--- src/rtl/imem_dmem_port_scheduler_pkg.sv ---
// rtl/imem_dmem_port_scheduler_pkg.sv - shared types and constants for the memory port scheduler
package mem_arb_pkg;

  // Owner of the read-response slot one cycle after issue
  typedef enum logic [1:0] {OWN_NONE, OWN_IF, OWN_LD} owner_t;

  localparam int MEM_RD_LATENCY       = 1;
  localparam int DEFAULT_MAX_DATA_RUN = 4;

endpackage

--- src/rtl/imem_dmem_port_scheduler_if.sv ---
// rtl/imem_dmem_port_scheduler_if.sv - fetch, LSU and memory-macro signals of the port scheduler
interface imem_dmem_port_scheduler_if #(
  parameter int ADDR_W = 10,
  parameter int DATA_W = 32
);

  logic              if_req;
  logic [ADDR_W-1:0] if_addr;
  logic              if_gnt;
  logic              if_rvalid;
  logic [DATA_W-1:0] if_rdata;
  logic              if_flush;

  logic              lsu_req;
  logic              lsu_we;
  logic [ADDR_W-1:0] lsu_addr;
  logic [DATA_W-1:0] lsu_wdata;
  logic [3:0]        lsu_be;
  logic              lsu_gnt;
  logic              lsu_rvalid;
  logic [DATA_W-1:0] lsu_rdata;

  logic              stall_pc;

  logic [ADDR_W-1:0] mem_addr;
  logic              mem_we;
  logic [DATA_W-1:0] mem_wdata;
  logic [3:0]        mem_be;
  logic [DATA_W-1:0] mem_rdata;

  modport master (
    output if_req, if_addr, if_flush,
    output lsu_req, lsu_we, lsu_addr, lsu_wdata, lsu_be,
    output mem_rdata,
    input  if_gnt, if_rvalid, if_rdata,
    input  lsu_gnt, lsu_rvalid, lsu_rdata,
    input  stall_pc,
    input  mem_addr, mem_we, mem_wdata, mem_be
  );

  modport slave (
    input  if_req, if_addr, if_flush,
    input  lsu_req, lsu_we, lsu_addr, lsu_wdata, lsu_be,
    input  mem_rdata,
    output if_gnt, if_rvalid, if_rdata,
    output lsu_gnt, lsu_rvalid, lsu_rdata,
    output stall_pc,
    output mem_addr, mem_we, mem_wdata, mem_be
  );

endinterface

--- src/rtl/imem_dmem_port_scheduler_fair_ctr.sv ---
// rtl/imem_dmem_port_scheduler_fair_ctr.sv - saturating data-run counter and force-fetch decision
module mem_arb_fair_ctr
  import mem_arb_pkg::*;
#(
  parameter int MAX_DATA_RUN = DEFAULT_MAX_DATA_RUN
) (
  input  logic clk,
  input  logic rst,
  input  logic if_req_i,
  input  logic if_gnt_i,
  input  logic lsu_gnt_i,
  output logic force_fetch_o
);

  localparam logic [3:0] RUN_MAX = 4'(MAX_DATA_RUN);

  logic [3:0] run_q, run_d;

  // Only data grants that actually starve a waiting fetch count toward the run
  always_comb begin
    run_d = run_q;
    if (!if_req_i || if_gnt_i) begin
      run_d = '0;
    end else if (lsu_gnt_i && (run_q != RUN_MAX)) begin
      run_d = run_q + 4'd1;
    end
  end

  always_ff @(posedge clk) begin
    if (rst) begin
      run_q <= '0;
    end else begin
      run_q <= run_d;
    end
  end

  assign force_fetch_o = (run_q == RUN_MAX);

endmodule

--- src/rtl/imem_dmem_port_scheduler.sv ---
// rtl/imem_dmem_port_scheduler.sv - arbitrates the shared single-port memory between fetch and LSU
module imem_dmem_port_scheduler
  import mem_arb_pkg::*;
#(
  parameter int ADDR_W       = 10,
  parameter int DATA_W       = 32,
  parameter int MAX_DATA_RUN = DEFAULT_MAX_DATA_RUN
) (
  input logic                         clk,
  input logic                         rst,
  imem_dmem_port_scheduler_if.slave   bus
);

  owner_t owner_q, owner_d;
  logic   flush_pend_q, flush_pend_d;
  logic   force_fetch;
  logic   gnt_if, gnt_lsu;

  mem_arb_fair_ctr #(
    .MAX_DATA_RUN (MAX_DATA_RUN)
  ) u_fair_ctr (
    .clk           (clk),
    .rst           (rst),
    .if_req_i      (bus.if_req),
    .if_gnt_i      (gnt_if),
    .lsu_gnt_i     (gnt_lsu),
    .force_fetch_o (force_fetch)
  );

  // LSU wins unless a pending fetch has already waited out the full data run
  always_comb begin
    gnt_lsu = !rst && bus.lsu_req && (!bus.if_req || !force_fetch);
    gnt_if  = !rst && bus.if_req && !gnt_lsu;
  end

  always_comb begin
    bus.mem_addr  = ADDR_W'(0);
    bus.mem_wdata = DATA_W'(0);
    bus.mem_we    = 1'b0;
    bus.mem_be    = 4'b0000;
    if (gnt_if) begin
      bus.mem_addr = bus.if_addr;
    end else if (gnt_lsu) begin
      bus.mem_addr  = bus.lsu_addr;
      bus.mem_wdata = bus.lsu_wdata;
      bus.mem_we    = bus.lsu_we;
      bus.mem_be    = bus.lsu_we ? bus.lsu_be : 4'b0000;
    end
  end

  always_comb begin
    owner_d = OWN_NONE;
    if (gnt_if) begin
      owner_d = OWN_IF;
    end else if (gnt_lsu && !bus.lsu_we) begin
      owner_d = OWN_LD;
    end
    flush_pend_d = gnt_if && bus.if_flush;
  end

  always_ff @(posedge clk) begin
    if (rst) begin
      owner_q      <= OWN_NONE;
      flush_pend_q <= 1'b0;
    end else begin
      owner_q      <= owner_d;
      flush_pend_q <= flush_pend_d;
    end
  end

  // A flush either at issue or in the response cycle kills the fetch response
  always_comb begin
    bus.if_rvalid  = !rst && (owner_q == OWN_IF) && !bus.if_flush && !flush_pend_q;
    bus.lsu_rvalid = !rst && (owner_q == OWN_LD);
    bus.if_rdata   = bus.if_rvalid  ? bus.mem_rdata : DATA_W'(0);
    bus.lsu_rdata  = bus.lsu_rvalid ? bus.mem_rdata : DATA_W'(0);
  end

  assign bus.if_gnt   = gnt_if;
  assign bus.lsu_gnt  = gnt_lsu;
  assign bus.stall_pc = !rst && bus.if_req && !gnt_if;

endmodule

--- src/flat_wrapper.sv ---
// flat-port wrapper written by rule: the top's interface ports become plain ports
module imem_dmem_port_scheduler_flat import mem_arb_pkg::*;
#(
  parameter int ADDR_W       = 10,
  parameter int DATA_W       = 32,
  parameter int MAX_DATA_RUN = DEFAULT_MAX_DATA_RUN
)
  (clk, rst, bus_if_req, bus_if_addr, bus_if_flush, bus_lsu_req, bus_lsu_we, bus_lsu_addr, bus_lsu_wdata, bus_lsu_be, bus_mem_rdata, bus_if_gnt, bus_if_rvalid, bus_if_rdata, bus_lsu_gnt, bus_lsu_rvalid, bus_lsu_rdata, bus_stall_pc, bus_mem_addr, bus_mem_we, bus_mem_wdata, bus_mem_be);
  imem_dmem_port_scheduler_if #(.ADDR_W(ADDR_W), .DATA_W(DATA_W)) bus_i ();
  input logic clk;
  input logic rst;
  input wire logic [$bits(bus_i.if_req)-1:0] bus_if_req;
  input wire logic [$bits(bus_i.if_addr)-1:0] bus_if_addr;
  input wire logic [$bits(bus_i.if_flush)-1:0] bus_if_flush;
  input wire logic [$bits(bus_i.lsu_req)-1:0] bus_lsu_req;
  input wire logic [$bits(bus_i.lsu_we)-1:0] bus_lsu_we;
  input wire logic [$bits(bus_i.lsu_addr)-1:0] bus_lsu_addr;
  input wire logic [$bits(bus_i.lsu_wdata)-1:0] bus_lsu_wdata;
  input wire logic [$bits(bus_i.lsu_be)-1:0] bus_lsu_be;
  input wire logic [$bits(bus_i.mem_rdata)-1:0] bus_mem_rdata;
  output wire logic [$bits(bus_i.if_gnt)-1:0] bus_if_gnt;
  output wire logic [$bits(bus_i.if_rvalid)-1:0] bus_if_rvalid;
  output wire logic [$bits(bus_i.if_rdata)-1:0] bus_if_rdata;
  output wire logic [$bits(bus_i.lsu_gnt)-1:0] bus_lsu_gnt;
  output wire logic [$bits(bus_i.lsu_rvalid)-1:0] bus_lsu_rvalid;
  output wire logic [$bits(bus_i.lsu_rdata)-1:0] bus_lsu_rdata;
  output wire logic [$bits(bus_i.stall_pc)-1:0] bus_stall_pc;
  output wire logic [$bits(bus_i.mem_addr)-1:0] bus_mem_addr;
  output wire logic [$bits(bus_i.mem_we)-1:0] bus_mem_we;
  output wire logic [$bits(bus_i.mem_wdata)-1:0] bus_mem_wdata;
  output wire logic [$bits(bus_i.mem_be)-1:0] bus_mem_be;
  assign bus_i.if_req = bus_if_req;
  assign bus_i.if_addr = bus_if_addr;
  assign bus_i.if_flush = bus_if_flush;
  assign bus_i.lsu_req = bus_lsu_req;
  assign bus_i.lsu_we = bus_lsu_we;
  assign bus_i.lsu_addr = bus_lsu_addr;
  assign bus_i.lsu_wdata = bus_lsu_wdata;
  assign bus_i.lsu_be = bus_lsu_be;
  assign bus_i.mem_rdata = bus_mem_rdata;
  assign bus_if_gnt = bus_i.if_gnt;
  assign bus_if_rvalid = bus_i.if_rvalid;
  assign bus_if_rdata = bus_i.if_rdata;
  assign bus_lsu_gnt = bus_i.lsu_gnt;
  assign bus_lsu_rvalid = bus_i.lsu_rvalid;
  assign bus_lsu_rdata = bus_i.lsu_rdata;
  assign bus_stall_pc = bus_i.stall_pc;
  assign bus_mem_addr = bus_i.mem_addr;
  assign bus_mem_we = bus_i.mem_we;
  assign bus_mem_wdata = bus_i.mem_wdata;
  assign bus_mem_be = bus_i.mem_be;
  imem_dmem_port_scheduler #(.ADDR_W(ADDR_W), .DATA_W(DATA_W), .MAX_DATA_RUN(MAX_DATA_RUN)) u_core (.clk(clk), .rst(rst), .bus(bus_i));
endmodule
--- config.mk ---
export PLATFORM = sky130hd
export DESIGN_NAME = imem_dmem_port_scheduler_flat
export DESIGN_NICKNAME = d
export VERILOG_FILES = /design/src/rtl/imem_dmem_port_scheduler_pkg.sv /design/src/rtl/imem_dmem_port_scheduler_if.sv /design/src/rtl/imem_dmem_port_scheduler_fair_ctr.sv /design/src/rtl/imem_dmem_port_scheduler.sv /design/src/flat_wrapper.sv
export SDC_FILE = /design/constraint.sdc
export NUM_CORES = 1
export LEC_CHECK = 0
export CORE_AREA = 2 2 80 82
export CTS_CLUSTER_DIAMETER = 30
export CTS_CLUSTER_SIZE = 24
export DETAILED_ROUTE_END_ITERATION = 12
export DIE_AREA = 0 0 82 84
export PLACE_DENSITY = 0.86
export SLEW_MARGIN = 25
export SYNTH_ARGS = -nofsm -noshare
export SYNTH_HDL_FRONTEND = slang
export SYNTH_SLANG_ARGS = --single-unit
--- constraint.sdc ---
create_clock -name clk -period 3.6 [get_ports clk]
set_input_delay 0.36 -clock clk [delete_from_list [all_inputs] [get_ports clk]]
set_output_delay 0.36 -clock clk [all_outputs]
set_load 0.02 [all_outputs]
# == Word-level counts from Yosys, hierarchy flattened ==
# Cells that the tools add are included.
# word_totals
register_bits,7
input_bits,94
out_inout_bits,116
wordCells,46
# op_classes
n_addsub,1
n_eq_ne,4
mux,13
n_reduce_logical,24
# ops
cell,n
32-bit 2-to-1 mux,4
10-bit 2-to-1 mux,2
1-bit logical AND,12
4-bit 2-to-1 mux,3
1-bit zero test,8
4-bit by 1-bit adder with 4-bit output (second input constant),1
4-bit by 3-bit equality test with 1-bit output (second input constant),1
4-bit by 3-bit inequality test with 1-bit output (second input constant),1
2-bit OR reduction,2
1-bit 2-to-1 mux,3
2-bit by 1-bit equality test with 1-bit output (second input constant),1
2-bit equality test (second input constant),1
1-bit logical OR,2
2-bit 2-to-1 mux,1

# == Depth between registers and ports, before layout ==
# depth
word_depth,8
ltp_mapped,7
depth_no_buf,5

# == By module ==
# A second synthesis with hierarchy kept.
# hier_totals
cells_unflattened,201
hier_area_um2,1671.6
# modules_own_cells
module,instances,cells_each,area_per_inst_um2,seq_area_each_um2
imem_dmem_port_scheduler,1,176,1447.6,60.1
mem_arb_fair_ctr,1,25,224.0,80.1

# == Worst setup path before layout ==
# OpenSTA, ideal clock, no wires.
# synth_timing
path_kind,reg-to-output
from,reg u_core.u_fair_ctr.run_q[0]
to,out bus_mem_wdata[23]
t_arrival_ns,1.499
t_required_ns,3.240
path_slack_ns,1.741
stages_incl_launch_ff,7
n_path_buf,1
cell_sequence,dfxtp_1 inv_1 ha_1 nand3b_4 o211a_4 clkbuf_1 and2_1
# synth_between
elab_chain_cells,7
word_cells_on_any_way,8
cone_classes,1 x eq/ne; 2 x mux; 5 x reduce/logical
# synth_rtl
item,line_no,rtl
start: declaration,imem_dmem_port_scheduler_fair_ctr.sv:17,"logic [3:0] run_q, run_d;"
start signal: assignment,imem_dmem_port_scheduler_fair_ctr.sv:33,run_q <= run_d;
4-bit by 3-bit equality test with 1-bit output *,imem_dmem_port_scheduler_fair_ctr.sv:37,assign force_fetch_o = (run_q == RUN_MAX);
1-bit zero test *,imem_dmem_port_scheduler.sv:32,gnt_lsu = !rst && bus.lsu_req && (!bus.if_req || !force_fetch);
1-bit logical OR *,imem_dmem_port_scheduler.sv:32,
1-bit logical AND *,imem_dmem_port_scheduler.sv:32,
via bus_lsu_gnt,flat_wrapper.sv:24,output wire logic [$bits(bus_i.lsu_gnt)-1:0] bus_lsu_gnt;
1-bit zero test,imem_dmem_port_scheduler.sv:33,gnt_if = !rst && bus.if_req && !gnt_lsu;
1-bit logical AND,imem_dmem_port_scheduler.sv:33,
32-bit 2-to-1 mux *,imem_dmem_port_scheduler.sv:41,if (gnt_if) begin
end: declaration,flat_wrapper.sv:30,output wire logic [$bits(bus_i.mem_wdata)-1:0] bus_mem_wdata;
# Mark *: on every way through the listed nets, which the timed path passes. The rest lies on a longest branch.

# == Worst setup path in the final report ==
# layout_timing
from,in rst
to,out bus_mem_addr[5]
# layout_between
elab_chain_cells,6
word_cells_on_any_way,8
cone_classes,2 x mux; 6 x reduce/logical
# layout_rtl
item,line_no,rtl
start: declaration,flat_wrapper.sv:11,input logic rst;
1-bit zero test *,"imem_dmem_port_scheduler.sv:32, imem_dmem_port_scheduler.sv:33",
1-bit logical AND (2 in a row),imem_dmem_port_scheduler.sv:32,
1-bit zero test,imem_dmem_port_scheduler.sv:33,
1-bit logical AND,imem_dmem_port_scheduler.sv:33,
10-bit 2-to-1 mux *,imem_dmem_port_scheduler.sv:41,
end: declaration,flat_wrapper.sv:28,output wire logic [$bits(bus_i.mem_addr)-1:0] bus_mem_addr;
# Every way passes the cells marked *; elsewhere a longest branch is shown, timed or not.

==> results.yml <==
grt:
  grt_pass1_vias: 1735
  grt_overflow: 0
  grt_usage_pct: 15.5
  antenna_found_initial: 1
  grt_pass1_wl_mm: 8.40
  grt_max_degree: 50
power:
  cellInternalPower_uw: 323
  comb_power_share_pct: 58.1
  p_total_uw: 453
  vdd_ir_drop_max_mv: 0.118
  p_per_area_nw_per_um2: 136
  power_switching_uw: 131
  switching_share_pct: 28.8
  p_clk_share_pct: 24.0
  seqPwrFrac_pct: 17.9
  power.leakage_nw: 1.30
sta:
  fin_crit_sh_pct: 74.6
  hold_viol: 0
  final.setup.tns_ns: 0
  fin_crit_ns: 2.69
  hold_slack_ns: 0.466
  finClkSkew_ns: 0.00140
  setup_viol: 0
  slew_headroom_pct: 71.5
  rsz0062_at_grt: "false"
  worst_slew_pin_slew_ns: 0.428
  fin_ws_ns: 0.915
  slew_violations: 0
  max_freq_ghz: 0.372
synthesis:
  synth_area_leader_cell: "and2_1"
  syn-cell-area_um2: 1150
  seq_area_frac_synth_pct: 12.2
  syn_nets: 251
  yosys_warnings: 0
  synthCells: 155
  synth.distinct_cells: 26
  synth_top_area_share_pct: 47.8
  ys_seq_elements: 7
  ys_top_cells_by_area: "and2_1 48%, dfxtp_1 12%, a22o_1 7.6%"
  synth.avg_cell_area_um2: 7.43
die:
  ioPinCount: 210
  die_area_um2: 6890
  die_y_um: 84
  initial_utilization_pct: 18.9
  design.core.area_um2: 6100
  num_rows: 29
  die_w_um: 82
clocking:
  hold_buffers: 0
  clock-root-buffer: "clkbuf_8"
  cts_setup_buffers: 0
  cts_max_path_buffers: 2
  post_cts_resized: 0
  clock-sinks: 7
  clk_pin_slew_worst_paths_ns: 0.04
  htree_levels: 1
  clkLatencyLatePin_ns: 0.22
  cts_tree: "built"
  cts_inserted_buffers: 3
routing:
  top_layer: "met4"
  vias_per_cell: 4.14
  first_pass_iters: 3
  drc: 0
  wl_met2_mm: 2.96
  num_vias: 1807
  drt_iter0_markers: 15
  wire_per_inst_um: 13.2
  wl_mm: 5.77
  ant_nets: 0
  wl_met1_mm: 2.02
  route.met3.wl_um: 747
layout:
  final_common_cell: "clkdlybuf4s50_1"
  multi_input_area_um2: 923
  final_cell_mix: "209 x clkdlybuf4s50_1, 88 x and2_1, 10 x a22o_1, 10 x and2_4, 7 x dfxtp_1"
  seqCellArea_um2: 140
  drive_gt1_share_pct: 6.13
  nets: 456
  nFillCells: 565
  area_growth_pct: 190
placement:
  portBuffers: 209
  place_ws_ns: 0.902
  dp.final_hpwl_mm: 5.17
  place_congestion: 0.707
worst_setup_path:
  required_ns: 3.24
  crit_path_end_kind: "primary output"
  path_class: "in2out"
  path_max_fanout: 49
  cp.arrival_ns: 2.33
  cp-start-kind: "input pin"
  rrSetupSlack_ns: 2.17
min_path:
  hold_path.class: "reg2reg"
flow_run:
  drv_cap: 0
outcome:
  status: "complete, no violations"
-- critical path: stages --
cell	delay (ns)
clkdlybuf4s50_1	0.56
inv_2	0.12
o211a_4	0.43
a22o_1	0.23
clkdlybuf4s50_1	0.61
-- power groups by stage --
| stage | clock, mW | sequential, mW | combinational (mW) |
|---|---|---|---|
| finish | 0.109 | 0.0810 | 0.263 |
| global route | 0.116 | 0.0812 | 0.280 |
| CTS | 0.112 | 0.0810 | 0.266 |
| detailed placement | 0 | 0.0823 | 0.265 |
| global placement | 0 | 0.0821 | 0.262 |
| floorplan | 0 | 0.0820 | 0.0910 |
-- cell usage after synthesis (all sizes together) --
cell type,number
nand3b,1
ha,2
nor2,4
xnor2,1
and3,4
inv,6
nor4,1
nand2b,1
nand4,1
a211oi,2
xor2,1
nor3b,1
a22o,10
dfxtp,7
nor2b,1
o211a,1
buf,4
clkbuf,8
nand3,1
and2,98
-- routing by layer --
metal  vias up  track usage, %
met5         -               0
met1       771            15.7
met4         0            2.42
met2       130            30.2
li1        902               -
met3         4            4.87
-- registers in the layout, summed over array words and instances, names as in the netlist --
signal,count
u_core.flush_pend_q,1
u_core.owner_q,2
u_core.u_fair_ctr.run_q,4
-- final cells by class --
| cell class | count | area share [%] |
|---|---|---|
| repair buffers | 212 | 63.2 |
| flip-flops and latches | 7 | 4.19 |
| inverters | 6 | 0.673 |
| well taps | 77 | 2.88 |
| diodes | 1 | 0.0748 |
| clock buffers | 4 | 1.35 |
| multi-input cells | 130 | 27.6 |
-- final timing paths --
kind | endpoint | cells after the start | start
setup / recovery | bus_mem_addr[5] | 5 | rst
hold reg to reg | u_core.u_fair_ctr.run_q[0] | 1 | u_core.u_fair_ctr.run_q[0]
setup reg to reg | u_core.owner_q[1] | 5 | u_core.u_fair_ctr.run_q[0]
hold / removal | u_core.u_fair_ctr.run_q[0] | 1 | u_core.u_fair_ctr.run_q[0]
-- stage by stage --
stage / area, um^2 / utilization (%) / std cells
detailed placement: 3300 / 54.1 / 432
global placement: 3300 / 54.1 / 432
finish: 3340 / 54.9 / 437
floorplan: 1150 / - / 155
global route: 3340 / 54.8 / 436
CTS: 3340 / 54.8 / 436
-- cells by family after synthesis --
group / synth area share [%]
AOI/OAI and AO/OA: 10.9
xor gates and xnor gates: 1.52
adders and majority gates: 2.17
buffers and inverters: 7.71
DFF: 12.2
and+or+nand+nor: 65.6
No activity file was read; power rests on OpenSTA's default activity.
